===== src/rtl/riscv_pkg.sv =====
// Shared encodings and types for the MEM stage load/store unit.
package riscv_pkg;

  // Load funct3 encodings
  localparam logic [2:0] F3_LB  = 3'b000;
  localparam logic [2:0] F3_LH  = 3'b001;
  localparam logic [2:0] F3_LW  = 3'b010;
  localparam logic [2:0] F3_LBU = 3'b100;
  localparam logic [2:0] F3_LHU = 3'b101;

  // Store funct3 encodings
  localparam logic [2:0] F3_SB  = 3'b000;
  localparam logic [2:0] F3_SH  = 3'b001;
  localparam logic [2:0] F3_SW  = 3'b010;

  typedef enum logic {
    IDLE = 1'b0,
    BUSY = 1'b1
  } lsu_state_t;

  // Width-independent control part of the MEM/WB bundle; the data part is
  // sized by the stage parameters and lives in mem_stage_lsu.
  typedef struct packed {
    logic valid;
    logic reg_write;
    logic mem_to_reg;
  } wb_ctl_t;

  // funct3 values that name no load/store size at all
  function automatic logic f3_illegal(input logic [2:0] f3);
    return (f3 == 3'b011) || (f3[2:1] == 2'b11);
  endfunction

endpackage


===== src/rtl/lsu_align.sv =====
// Combinational lane logic: store replication and byte enables, load
// extraction with sign/zero extension, and misalignment/illegal detection.
module lsu_align
  import riscv_pkg::*;
#(
  parameter int XLEN = 32
) (
  input  logic [1:0]        addr_lo,
  input  logic [2:0]        funct3,
  input  logic              memop,
  input  logic [XLEN-1:0]   store_data,
  input  logic [XLEN-1:0]   rdata,
  output logic [XLEN/8-1:0] be,
  output logic [XLEN-1:0]   wdata,
  output logic [XLEN-1:0]   load_data,
  output logic              bad
);

  localparam int NB = XLEN / 8;

  logic [7:0]  rbyte;
  logic [15:0] rhalf;
  logic        is_unsigned;

  // Size decode on funct3[1:0]; funct3[2] selects zero extension for loads
  always_comb begin
    rbyte       = rdata[{addr_lo, 3'b000} +: 8];
    rhalf       = rdata[{addr_lo[1], 4'b0000} +: 16];
    is_unsigned = funct3[2];
    be          = '1;
    wdata       = store_data;
    load_data   = rdata;
    bad         = 1'b0;
    case (funct3[1:0])
      2'b00: begin
        be        = NB'(1) << addr_lo;
        wdata     = {NB{store_data[7:0]}};
        load_data = is_unsigned ? XLEN'(rbyte) : {{(XLEN-8){rbyte[7]}}, rbyte};
      end
      2'b01: begin
        be        = NB'(3) << {addr_lo[1], 1'b0};
        wdata     = {(NB/2){store_data[15:0]}};
        load_data = is_unsigned ? XLEN'(rhalf) : {{(XLEN-16){rhalf[15]}}, rhalf};
        bad       = addr_lo[0];
      end
      2'b10:   bad = |addr_lo;
      default: bad = 1'b1;
    endcase
    if (f3_illegal(funct3)) bad = 1'b1;
    bad = bad & memop;
  end

endmodule


===== src/rtl/mem_stage_lsu.sv =====
// MEM stage with integrated load/store unit: registers MEM/WB and runs a
// req/ack data-memory handshake with wait states, timeout and stall.
//
// state | meaning
// IDLE  | pass-through; accepts a legal memop and latches the request
// BUSY  | dmem_req held; waits for ack or timeout, then writes back
module mem_stage_lsu
  import riscv_pkg::*;
#(
  parameter int XLEN    = 32,
  parameter int REG_W   = 5,
  parameter int TIMEOUT = 255,
  parameter int CNT_W   = $clog2(TIMEOUT+1)
) (
  input  logic              clk,
  input  logic              rst,
  input  logic              in_valid,
  input  logic              flush_in,
  input  logic [XLEN-1:0]   alu_in,
  input  logic [XLEN-1:0]   write_data2_in,
  input  logic [XLEN-1:0]   pc_data_in,
  input  logic [2:0]        funct3_in,
  input  logic              reg_write_in,
  input  logic              mem_read_in,
  input  logic              mem_write_in,
  input  logic              mem_to_reg_in,
  input  logic [REG_W-1:0]  write_reg_in,
  output logic              dmem_req,
  output logic              dmem_we,
  output logic [XLEN-1:0]   dmem_addr,
  output logic [XLEN-1:0]   dmem_wdata,
  output logic [XLEN/8-1:0] dmem_be,
  input  logic              dmem_ack,
  input  logic [XLEN-1:0]   dmem_rdata,
  output logic              stall_out,
  output logic              misalign_out,
  output logic              bus_err_out,
  output logic              wb_valid,
  output logic              wb_reg_write,
  output logic              wb_mem_to_reg,
  output logic [XLEN-1:0]   wb_read_data,
  output logic [XLEN-1:0]   wb_alu,
  output logic [XLEN-1:0]   wb_pc_data,
  output logic [REG_W-1:0]  wb_write_reg
);

  typedef struct packed {
    wb_ctl_t          ctl;
    logic [XLEN-1:0]  read_data;
    logic [XLEN-1:0]  alu;
    logic [XLEN-1:0]  pc_data;
    logic [REG_W-1:0] write_reg;
  } mem_wb_t;

  lsu_state_t        state_q, state_d;
  logic [CNT_W-1:0]  cnt_q, cnt_d;
  logic              kill_q, kill_d;
  logic              req_q, req_d, we_q, we_d;
  logic [XLEN-1:0]   addr_q, addr_d, wdata_q, wdata_d, pc_q, pc_d;
  logic [XLEN/8-1:0] be_q, be_d;
  logic [2:0]        f3_q, f3_d;
  logic              rw_q, rw_d, m2r_q, m2r_d;
  logic [REG_W-1:0]  wreg_q, wreg_d;
  mem_wb_t           wb_q, wb_d;
  logic              mis_q, mis_d, berr_q, berr_d;

  logic              memop, bad, killed;
  logic [XLEN/8-1:0] al_be;
  logic [XLEN-1:0]   al_wdata, al_load;

  assign memop  = mem_read_in | mem_write_in;
  assign killed = kill_q | flush_in;

  // In IDLE the aligner sees the incoming op; in BUSY it formats the load
  // using the latched address and size.
  lsu_align #(.XLEN(XLEN)) u_align (
    .addr_lo    (state_q == BUSY ? addr_q[1:0] : alu_in[1:0]),
    .funct3     (state_q == BUSY ? f3_q : funct3_in),
    .memop      (memop),
    .store_data (write_data2_in),
    .rdata      (dmem_rdata),
    .be         (al_be),
    .wdata      (al_wdata),
    .load_data  (al_load),
    .bad        (bad)
  );

  // Next-state, request latching and write-back selection
  always_comb begin
    state_d = state_q;
    cnt_d   = cnt_q;
    kill_d  = kill_q;
    req_d   = req_q;
    we_d    = we_q;
    addr_d  = addr_q;
    wdata_d = wdata_q;
    be_d    = be_q;
    f3_d    = f3_q;
    rw_d    = rw_q;
    m2r_d   = m2r_q;
    pc_d    = pc_q;
    wreg_d  = wreg_q;
    wb_d    = '0;
    mis_d   = 1'b0;
    berr_d  = 1'b0;
    stall_out = 1'b0;
    case (state_q)
      IDLE: begin
        kill_d = 1'b0;
        cnt_d  = '0;
        if (in_valid && memop && !flush_in) begin
          if (bad) begin
            wb_d.ctl.valid      = 1'b1;
            wb_d.ctl.mem_to_reg = mem_to_reg_in;
            wb_d.alu            = alu_in;
            wb_d.pc_data        = pc_data_in;
            wb_d.write_reg      = write_reg_in;
            mis_d               = 1'b1;
          end else begin
            state_d   = BUSY;
            req_d     = 1'b1;
            we_d      = mem_write_in;
            addr_d    = alu_in;
            wdata_d   = al_wdata;
            be_d      = al_be;
            f3_d      = funct3_in;
            rw_d      = reg_write_in;
            m2r_d     = mem_to_reg_in;
            pc_d      = pc_data_in;
            wreg_d    = write_reg_in;
            stall_out = 1'b1;
          end
        end else begin
          wb_d.ctl.valid      = in_valid & ~flush_in;
          wb_d.ctl.reg_write  = reg_write_in & in_valid & ~flush_in;
          wb_d.ctl.mem_to_reg = mem_to_reg_in;
          wb_d.alu            = alu_in;
          wb_d.pc_data        = pc_data_in;
          wb_d.write_reg      = write_reg_in;
        end
      end
      BUSY: begin
        kill_d = killed;
        if (dmem_ack || (cnt_q == CNT_W'(TIMEOUT))) begin
          state_d             = IDLE;
          cnt_d               = '0;
          req_d               = 1'b0;
          wb_d.ctl.valid      = ~killed;
          wb_d.ctl.reg_write  = dmem_ack & rw_q & ~killed;
          wb_d.ctl.mem_to_reg = m2r_q;
          wb_d.read_data      = dmem_ack ? al_load : '0;
          wb_d.alu            = addr_q;
          wb_d.pc_data        = pc_q;
          wb_d.write_reg      = wreg_q;
          berr_d              = ~dmem_ack;
        end else begin
          cnt_d     = cnt_q + CNT_W'(1);
          stall_out = 1'b1;
        end
      end
      default: state_d = IDLE;
    endcase
  end

  // State and pipeline registers
  always_ff @(posedge clk or posedge rst) begin
    if (rst) begin
      state_q <= IDLE;
      cnt_q   <= '0;
      kill_q  <= 1'b0;
      req_q   <= 1'b0;
      we_q    <= 1'b0;
      addr_q  <= '0;
      wdata_q <= '0;
      be_q    <= '0;
      f3_q    <= '0;
      rw_q    <= 1'b0;
      m2r_q   <= 1'b0;
      pc_q    <= '0;
      wreg_q  <= '0;
      wb_q    <= '0;
      mis_q   <= 1'b0;
      berr_q  <= 1'b0;
    end else begin
      state_q <= state_d;
      cnt_q   <= cnt_d;
      kill_q  <= kill_d;
      req_q   <= req_d;
      we_q    <= we_d;
      addr_q  <= addr_d;
      wdata_q <= wdata_d;
      be_q    <= be_d;
      f3_q    <= f3_d;
      rw_q    <= rw_d;
      m2r_q   <= m2r_d;
      pc_q    <= pc_d;
      wreg_q  <= wreg_d;
      wb_q    <= wb_d;
      mis_q   <= mis_d;
      berr_q  <= berr_d;
    end
  end

  assign dmem_req      = req_q;
  assign dmem_we       = we_q;
  assign dmem_addr     = addr_q;
  assign dmem_wdata    = wdata_q;
  assign dmem_be       = be_q;
  assign misalign_out  = mis_q;
  assign bus_err_out   = berr_q;
  assign wb_valid      = wb_q.ctl.valid;
  assign wb_reg_write  = wb_q.ctl.reg_write;
  assign wb_mem_to_reg = wb_q.ctl.mem_to_reg;
  assign wb_read_data  = wb_q.read_data;
  assign wb_alu        = wb_q.alu;
  assign wb_pc_data    = wb_q.pc_data;
  assign wb_write_reg  = wb_q.write_reg;

endmodule

===== config.mk =====
export PLATFORM = sky130hd
export DESIGN_NAME = mem_stage_lsu
export DESIGN_NICKNAME = d
export VERILOG_FILES = /design/src/rtl/riscv_pkg.sv /design/src/rtl/lsu_align.sv /design/src/rtl/mem_stage_lsu.sv
export SDC_FILE = /design/constraint.sdc
export NUM_CORES = 1
export LEC_CHECK = 0
export CAP_MARGIN = 25
export CORE_MARGIN = 4
export CORE_UTILIZATION = 50
export CTS_BUF_LIST = sky130_fd_sc_hd__clkbuf_16
export DETAILED_ROUTE_END_ITERATION = 16
export PLACE_DENSITY = 0.86
export SYNTH_ARGS = -nofsm -noshare
export SYNTH_HDL_FRONTEND = slang
export SYNTH_SLANG_ARGS = --single-unit

===== constraint.sdc =====
create_clock -name clk -period 14.3 [get_ports clk]
set_clock_uncertainty 0.1 [all_clocks]
set_input_delay 3.575 -clock clk [delete_from_list [all_inputs] [get_ports clk]]
set_output_delay 3.575 -clock clk [all_outputs]
set_load 0.02 [all_outputs]

* After elaboration in Yosys (flattened, before gate mapping)
Cells that the tools add are included.
Word-level totals: flip-flop bits (word level) 228, bits of input ports 145, output and inout port bits 177, logic and storage cells 93
Cells by class: add/sub/neg operators 1, eq/ne operators 8, shift-type cells 4, mux-type cells 36, bitwise gates (word level) 13, reduce and logical (&&, ||, !) cells 9
Operators with widths (count):
- $mux W69 | 2
- $pmux W69 S2 | 1
- $mux W32 | 4
- $pmux W32 S2 | 2
- $mux W104 | 1
- $shiftx A32 B6 Y16 | 1
- $shiftx A32 B6 Y8 | 1
- $mux W1 | 16
- $pmux W8 S2 | 1
- $add A8 B1 Y8 const B | 1
- $eq A8 B8 Y1 const B | 1
- $mux W8 | 1
- $pmux W4 S2 | 1
- $and A1 B1 Y1 | 6
- $pmux W1 S2 | 3
- $pmux W3 S2 | 1
- $reduce_and A3 Y1 | 2
- $not A1 Y1 | 5
- $eq A2 B2 Y1 const B | 2
- $ne A2 B2 Y1 const B | 2
- $shl A1 B2 Y4 const A | 1
- $shl A2 B2 Y4 const A | 1
- $eq A3 B2 Y1 const B | 1
- $mux W3 | 1
- other kinds (10) | 13

* Logic depth before layout (Yosys ltp)
Gate-level depths: netlist (run 1).
word-level depth 8, gate-level depth with buffers 8, depth with buffers taken out 5

* Hierarchy
Synthesis (run 1) repeated with hierarchy kept, for this count alone.
Unflattened totals: cell total of the unflattened synthesis 719, area total of the unflattened synthesis 9542.9 µm²
By module, submodules not included:
- mem_stage_lsu | times used 1, cells each 530, area each 8313.0 µm²
- lsu_align | times used 1, cells each 189, area each 1229.9 µm²

* Worst setup path after synthesis (run 1)
No wires, ideal clock.
path kind input to output, start point input port alu_in[1], end point output port stall_out, arrival time 5.038 ns, required time 10.625 ns, path slack 5.587 ns, stages on the path 7, cell sequence buf_2 > or4_1 > o22ai_2 > o221ai_2 > buf_6 > buf_6 > nand2_1
Between the ends: longest elaborated chain between the ends 8
RTL lines:
- start: declaration | line mem_stage_lsu.sv:19 | input logic [XLEN-1:0] alu_in,
- $mux W2 | line mem_stage_lsu.sv:77 | .addr_lo (state_q == BUSY ? addr_q[1:0] : alu_in[1:0]),
- $reduce_or A2 Y1 | line lsu_align.sv:46 | 2'b10: bad = |addr_lo;
- $pmux W1 S3 | line lsu_align.sv:34 | case (funct3[1:0])
- $mux W1 | line lsu_align.sv:49 | if (f3_illegal(funct3)) bad = 1'b1;
- $and A1 B1 Y1 | line lsu_align.sv:50 | bad = bad & memop;
- $mux W1 | line mem_stage_lsu.sv:112 | if (bad) begin
- $mux W1 | line mem_stage_lsu.sv:111 | if (in_valid && memop && !flush_in) begin
- $pmux W1 S2 | line mem_stage_lsu.sv:107 | case (state_q)
- end: declaration | line mem_stage_lsu.sv:35 | output logic stall_out,
Every way passes these cells.

* Worst setup path in the final report (run 1)
Ends and elaborated chain as after synthesis.

==> results.cfg, run 1 <==
[detailed_routing]
wl_per_cell_um = 21.0
drtIter0Drc = 425
wl_met2_um = 13500
highest-signal-layer = met4
remaining_drc_errors = 0
wl_met1_um = 10600
via_per_inst = 5.62
wl_um = 27200
drtAntennaViolNets = 0
drt_pass1_iterations = 5
vias = 7286
route.met3.wl_um = 2480

[worst_setup_path]
max_stage_delay_ps = 630
cp.buffers_inverters = 2
cp.arrival_ps = 6200
path_max_fanout = 17
critical-path-top-delay-family = buffers and inverters
crit_path_end_kind = primary output
crit_top_cell = clkdlybuf4s50_1
path_cells = clkdlybuf4s50_1, or4_1, o22ai_2, o221ai_4, nand2_1, clkdlybuf4s50_1
crit_required_ps = 10620
startpoint_type = input pin
crit_path_top_delay_cell = clkdlybuf4s50_1
path_class = in -> out

[final_layout]
nFillCells = 1197
antenna_cells = 0
layout.cells.non_filler = 1296
area_delta_synth_final_pct = 44.7
final_cell_mix = 321 x clkdlybuf4s50_1, 228 x dfrtp_1, 71 x a22o_1, 68 x mux2_4, 53 x mux2_2
final_common_cell = clkdlybuf4s50_1
layout-drive-gt1-share_pct = 17.0
nets = 1166

[logic_synthesis]
syn_area_um2 = 9620
syn-instance-count = 710
ys_types = 43
synth-seq-cells = 228
synth_nets = 856
synth_warnings = 0
ys_seq_area_share_pct = 59.3
syn_avg_cell_area_um2 = 13.5

[clock_network]
cts_buffers = 24
cts_root_buf = clkbuf_16
path_clk_slew_ps = 60
clock-sinks = 228
cts_tree = built
postCtsResizedCells = 0
post_cts_buffers = 0
clk_latency_ps = 500
htree_num_levels = 1
cts_hold_buffers = 0
clockBufferDepth = 3

[timing]
worst_pin_slew_ps = 1020
fmax_mhz = 101
post-route-period-util_pct = 69.0
setup_viol = 0
fin_crit_ps = 9870
rsz0062_at_grt = no
hold_viol = 0
timing.slew.headroom_pct = 30.5
drv_slew = 0
setup_tns_ps = 0

[floorplan]
ioPinCount = 322
initial_core_util_pct = 51.1
core-area_um2 = 18800
rows = 50
die_area_um2 = 21500
fp.dieW_um = 147
die_h_um = 147

[pwr]
leakagePower_nw = 6.26
finalPower_w = 0.00238
p_per_area_nw_per_um2 = 171
ir_worst_vdd_mv = 0.118

[min_path]
hp-class = reg -> reg

[placement]
place_inst = 1250
io_buffer_count = 321
gp_congestion = 0.892
dp_hpwl_um = 18300

[global_route]
grt_pass1_vias = 7627
grt_antenna_before_repair = 0
grt_max_degree = 154
grt_usage_pct = 24.7
overflow = 0
grt_pass1_wl_um = 42800

[flow_run]
cap_viol_max_count = 0

[outcome]
status = completed
## routing by layer
layer | GRT usage, % | vias to the layer above
met5 | 0 | -
met4 | 6.16 | 0
met3 | 6.48 | 48
met2 | 42.0 | 363
met1 | 31.8 | 3655
li1 | - | 3220
## cell usage after synthesis
cell | instances | area share (%)
nand3b_1 | 1 | 0.078
or2_2 | 1 | 0.065
mux2i_1 | 18 | 1.9
ha_1 | 1 | 0.13
nand2b_1 | 3 | 0.20
buf_6 | 8 | 0.94
o21ai_0 | 37 | 1.9
nor2b_1 | 10 | 0.65
buf_2 | 13 | 0.68
a21oi_1 | 29 | 1.5
or4b_1 | 1 | 0.10
o21a_1 | 2 | 0.16
o221ai_1 | 6 | 0.55
dfrtp_1 | 228 | 59
nand2_1 | 41 | 1.6
o22ai_1 | 8 | 0.52
a32o_1 | 1 | 0.10
o21ai_1 | 1 | 0.052
o22ai_2 | 1 | 0.13
a211oi_1 | 7 | 0.55
xor2_1 | 2 | 0.18
a2bb2oi_1 | 1 | 0.091
a22oi_1 | 15 | 1.2
nor4_1 | 2 | 0.13
a32oi_1 | 1 | 0.091
a22o_1 | 71 | 6.5
a31oi_1 | 1 | 0.065
nand4_1 | 1 | 0.065
and3_1 | 1 | 0.065
nor3b_1 | 2 | 0.16
or4_1 | 1 | 0.078
clkbuf_1 | 29 | 1.1
xnor2_1 | 3 | 0.27
or3_1 | 1 | 0.065
nor3_1 | 4 | 0.21
mux2_2 | 53 | 6.2
nand3_1 | 8 | 0.42
o221ai_2 | 1 | 0.16
inv_1 | 6 | 0.23
mux2_4 | 68 | 11
o32ai_1 | 2 | 0.18
and2_1 | 2 | 0.13
nor2_1 | 18 | 0.70
## cell type report
| type | count | area (um2) | area share, % |
|---|---|---|---|
| inverter | 6 | 30.0 | 0.216 |
| clock buffer | 25 | 626 | 4.50 |
| timing repair buffer | 334 | 3360 | 24.2 |
| multi-input combinational | 426 | 3670 | 26.3 |
| tap | 260 | 325 | 2.34 |
| sequential | 228 | 5710 | 41.0 |
| clock inverter | 17 | 200 | 1.44 |
## path summary, 6_finish.rpt
check	startpoint	to	slack (ps)	depth (start not counted)
setup / recovery	alu_in[1]	stall_out	4430	6
hold / removal	pc_q[25]	wb_pc_data[25]	400	1
setup reg to reg	state_q	dmem_wdata[7]	10930	6
hold reg to reg	pc_q[25]	wb_pc_data[25]	400	1
max in group asynchronous	rst	dmem_wdata[3]	9320	5
min in group asynchronous	rst	dmem_addr[25]	3400	2
## logic make-up after synthesis
logic type / count (synthesis) / share of synthesized area (%)
xor gates and xnor gates: 5 / 0.455
and+or+nand+nor: 97 / 4.71
muxes: 139 / 18.7
adders and majority gates: 1 / 0.130
DFF: 228 / 59.3
buffers and inverters: 56 / 2.98
AOI/OAI and AO/OA: 184 / 13.7
## report_power, final
part	switching, W	total (W)	internal [W]
logic	0.000369	0.000804	0.000436
registers	0.000110	0.000922	0.000812
clock network	0.000250	0.000654	0.000404
## through the flow
| step | utilization [%] | cell area, um2 | setup WS (ps) | hold slack (ps) |
|---|---|---|---|---|
| floorplan | - | 9620 | 4380 | 355 |
| finish | 73.9 | 13900 | 4430 | 398 |
| global placement | 69.1 | 13000 | 4150 | 371 |
| CTS | 73.5 | 13800 | 4100 | 397 |
| detailed placement | 69.1 | 13000 | 4110 | 382 |
| global route | 73.9 | 13900 | 4300 | 425 |
## worst reg2reg max path: stages (launching register included)
cell      delay [ps]
dfrtp_1          450
buf_4            350
nand3_1          160
and3_1           250
o221ai_4         650
buf_4            790
mux2_2           510
Note: power is estimated with default switching activity, not from simulation.
==> run 2, diff against run 1 <==
- CORE_UTILIZATION: 50 -> 46
- PLACE_DENSITY: 0.86 -> 0.8
- clock period: 14.3 -> 10.3 ns (I/O delays scaled with it)
==> run 2 against run 1 <==
Setup slack got worse by 1700 ps. Wire length grew 0.89%. Non-clock buffer count fell by 1. Via count down 1.4%.
==> results.cfg, run 2 (same netlist as run 1, synthesis figures left out) <==
[placement]
dp_hpwl_um = 18600
place_area_um2 = 13000
gp_congestion = 0.901
io_buffer_count = 321
pre_cts_slack_ps = 2700

[worst_setup_path]
cp.buffers_inverters = 2
path_max_fanout = 9
path_class = in -> out
r2r_start = state_q
r2r-end = wb_pc_data[5]
crit_required_ps = 7630
max_stage_delay_ps = 610
r2r_cells = 7
critical-path-top-delay-family = buffers and inverters
crit_top_cell = clkdlybuf4s50_1
startpoint_type = input pin
crit_path_top_delay_cell = clkdlybuf4s50_1
path_cells = clkdlybuf4s50_1, or4_1, o22ai_2, o221ai_4, nand2_1, clkdlybuf4s50_1
crit_path_end_kind = primary output
cp.arrival_ps = 4890
r2r_slack_ps = 7210

[clock_network]
cts_root_buf = clkbuf_16
clk_latency_ps = 510
post_cts_buffers = 0
path_clk_slew_ps = 60
cts_buffers = 25
postCtsResizedCells = 0
htree_num_levels = 1
cts_tree = built
clockBufferDepth = 3
clock-sinks = 228
cts_hold_buffers = 0

[min_path]
hp-class = reg -> reg
hp-start = pc_q[27]
min_to = wb_pc_data[27]
whs_path_depth = 1

[final_layout]
nFillCells = 1469
nets = 1166
stdcell_area_um2 = 14000
final_common_cell = clkdlybuf4s50_1
antenna_cells = 0
final_cell_mix = 321 x clkdlybuf4s50_1, 228 x dfrtp_1, 71 x a22o_1, 68 x mux2_4, 53 x mux2_2
multi_input_area_um2 = 3670
layout-drive-gt1-share_pct = 17.4
area_delta_synth_final_pct = 45.2
regArea_um2 = 5710

[floorplan]
die_area_um2 = 23300
rows = 52
fp.dieW_um = 153
die_h_um = 153
initial_core_util_pct = 47.1
ioPinCount = 322
core-area_um2 = 20400

[global_route]
grt_pass1_wl_um = 43100
overflow = 0
grt_antenna_before_repair = 0
grt_max_degree = 154
grt_pass1_vias = 7318
grt_usage_pct = 22.9

[timing]
fmax_mhz = 132
whs_ps = 393
timing.slew.headroom_pct = 24.0
drv_slew = 0
setup_ws_ps = 2740
hold_viol = 0
fin_crit_ps = 7560
rsz0062_at_grt = no
setup_tns_ps = 0
worst_pin_slew_ps = 1130
setup_viol = 0
post-route-period-util_pct = 73.4

[outcome]
status = completed

[detailed_routing]
via_per_inst = 5.49
drt_pass1_iterations = 5
remaining_drc_errors = 0
drtIter0Drc = 471
vias = 7184
drtAntennaViolNets = 0
wl_per_cell_um = 21.0
wl_um = 27500

[pwr]
finalPower_w = 0.00333
p_per_area_nw_per_um2 = 238
ir_worst_vdd_mv = 0.130
leakagePower_nw = 6.27

[flow_run]
cap_viol_max_count = 0
[run 2: worst max path at each step]
stage                   to  cells after the start  slack (ps)      start
2_1_floorplan  bus_err_out                      1        1380        rst
3_3_place_gp     stall_out                      6        2730  alu_in[1]
3_5_place_dp     stall_out                      6        2700  alu_in[1]
4_1_cts          stall_out                      6        2710  alu_in[1]
5_1_grt          stall_out                      6        2640  alu_in[1]
6_report         stall_out                      6        2740  alu_in[1]
[run 2: final cells by class]
| type | count | area share [%] |
|---|---|---|
| Sequential cell | 228 | 40.9 |
| Multi-Input combinational cell | 426 | 26.3 |
| Timing Repair Buffer | 333 | 24.1 |
| Clock buffer | 25 | 4.48 |
| Tap cell | 270 | 2.42 |
| Clock inverter | 21 | 1.72 |
| Inverter | 6 | 0.215 |
[run 2: metrics by stage]
| stage | instances | utilization [%] |
|---|---|---|
| after floorplan | 710 | - |
| after global placement | 1260 | 63.8 |
| after detailed placement | 1260 | 63.8 |
| after CTS | 1306 | 68.0 |
| after global routing | 1309 | 68.4 |
| final | 1309 | 68.4 |
[run 2: report_power, final]
part	internal, W	total, W	switching [W]
registers	0.00113	0.00128	0.000151
logic	0.000604	0.00111	0.000511
clock network	0.000570	0.000933	0.000362
[run 2: worst reg2reg max path, cell delays in order (launching register included)]
cell	delay [ps]
dfrtp_1	360
buf_4	240
mux2i_4	240
buf_4	260
a32o_1	360
a21oi_4	620
buf_4	590
a22o_1	250
[run 2: metal layers]
layer / share of wire, % / up-vias / GRT usage [%]
li1: - / 3238 / -
met1: 40 / 3552 / 29.7
met2: 48 / 353 / 38.0
met3: 9.7 / 41 / 6.84
met4: 2.1 / 0 / 5.69
met5: 0 / - / 0
==> run 3, diff against run 2 <==
- clock period: 10.3 -> 7.1 ns (I/O delays scaled with it)
==> run 3 against run 2 <==
Non-clock buffer count rose by 2. Wire length fell by 2.2%. Total power rose by 41%. Largest cell class unchanged. Critical path depth did not move. Register-to-register slack got worse by 3900 ps. Global-route usage fell by 0.50 points.
==> results.cfg, run 3 (same netlist as run 1, synthesis figures left out) <==
[floorplan]
initial_core_util_pct = 47.1
core-area_um2 = 20400
ioPinCount = 322
die_area_um2 = 23300
fp.dieW_um = 153
die_h_um = 153
rows = 52

[worst_setup_path]
path_class = in -> out
r2r_cells = 7
crit_path_end_kind = primary output
crit_required_ps = 5220
startpoint_type = input pin
path_max_fanout = 9
cp.arrival_ps = 4060

[timing]
setup_viol = 0
fin_crit_ps = 5930
setup_tns_ps = 0
drv_slew = 0
setup_ws_ps = 1170
post-route-period-util_pct = 83.6
hold_viol = 0
worst_pin_slew_ps = 1130
rsz0062_at_grt = no
fmax_mhz = 168
timing.slew.headroom_pct = 24.8

[detailed_routing]
remaining_drc_errors = 0
vias = 7106
wl_um = 26900
wl_per_cell_um = 20.5
drtIter0Drc = 365
drt_pass1_iterations = 5
drtAntennaViolNets = 0
via_per_inst = 5.42

[global_route]
grt_pass1_wl_um = 42500
overflow = 0
grt_max_degree = 118
grt_usage_pct = 22.4
grt_pass1_vias = 7473
grt_antenna_before_repair = 0

[clock_network]
clock-sinks = 228
clk_latency_ps = 510
clockBufferDepth = 3
cts_hold_buffers = 0
path_clk_slew_ps = 60
htree_num_levels = 1
cts_buffers = 26
postCtsResizedCells = 0
cts_tree = built
post_cts_buffers = 0
cts_root_buf = clkbuf_16

[placement]
io_buffer_count = 321
place_inst = 1263
pre_cts_slack_ps = 1160
dp_hpwl_um = 18400
gp_congestion = 0.876

[final_layout]
final_common_cell = clkdlybuf4s50_1
layout-drive-gt1-share_pct = 17.0
layout.cells.non_filler = 1311
nets = 1169
final_cell_mix = 321 x clkdlybuf4s50_1, 228 x dfrtp_1, 71 x a22o_1, 68 x mux2_4, 53 x mux2_2
antenna_cells = 0
nFillCells = 1507
area_delta_synth_final_pct = 44.1

[min_path]
whs_path_depth = 1
hp-class = reg -> reg

[pwr]
leakagePower_nw = 6.23
ir_worst_vdd_mv = 0.213
p_per_area_nw_per_um2 = 338

[flow_run]
cap_viol_max_count = 0

[outcome]
status = completed
[run 3: changes by cell type in the layout (fill, tap and decap cells not counted), sizes merged]
| cell | change |
|---|---|
| clkinv | +4 |
| clkbuf | +2 |
| bufinv | -4 |
| inv | -1 |
| buf | +2 |
| clkinvlp | -1 |
[run 3: layer usage]
metal | wire, um | up-vias | GRT usage [%] | share of wire (%)
met2 | 13100 | 318 | 36.9 | 49
met3 | 2330 | 31 | 6.31 | 8.7
met4 | 529 | 0 | 5.47 | 2.0
met5 | 0 | - | 0 | 0
met1 | 10900 | 3527 | 29.5 | 40
li1 | - | 3230 | - | -
[run 3: final timing paths]
kind | from | to | slack, ps
min reg2reg | pc_q[14] | wb_pc_data[14] | 390
min | pc_q[14] | wb_pc_data[14] | 390
max in group asynchronous | rst | wb_read_data[18] | 3910
max | alu_in[1] | stall_out | 1170
max reg2reg | state_q | dmem_wdata[5] | 3280
min in group asynchronous | rst | dmem_addr[28] | 1710
[run 3: report_power, final]
group | leakage [nW] | total (W) | switching, W | internal (W)
Combinational | 3.01 | 0.00161 | 0.000731 | 0.000875
Clock | 0.401 | 0.00123 | 0.000507 | 0.000719
Sequential | 2.82 | 0.00186 | 0.000222 | 0.00164
[run 3: worst max-delay path, cell delays in order]
cell             delay, ps
clkdlybuf4s50_1        600
or4_1                  610
o22ai_2                230
o221ai_4               120
nand2_1                100
clkdlybuf4s50_1        630
[run 3: cell type report]
cell class / instances / area (um2) / share of cell area, %
clock inverter: 19 / 111 / 0.804
multi-input combinational: 426 / 3670 / 26.5
sequential: 228 / 5710 / 41.2
timing repair buffer: 335 / 3330 / 24.1
clock buffer: 27 / 676 / 4.88
inverter: 6 / 26.3 / 0.190
tap: 270 / 338 / 2.44
[run 3: per-stage QoR]
stage / utilization, % / power, W / instance area [um2] / hold slack, ps
6_report: 67.8 / 0.00469 / 13900 / 392
5_1_grt: 67.8 / 0.00491 / 13900 / 402
4_1_cts: 67.7 / 0.00473 / 13800 / 395
3_5_place_dp: 63.9 / 0.00348 / 13100 / 382
3_3_place_gp: 63.9 / 0.00343 / 13100 / 374
2_1_floorplan: - / 0.00271 / 9620 / 355
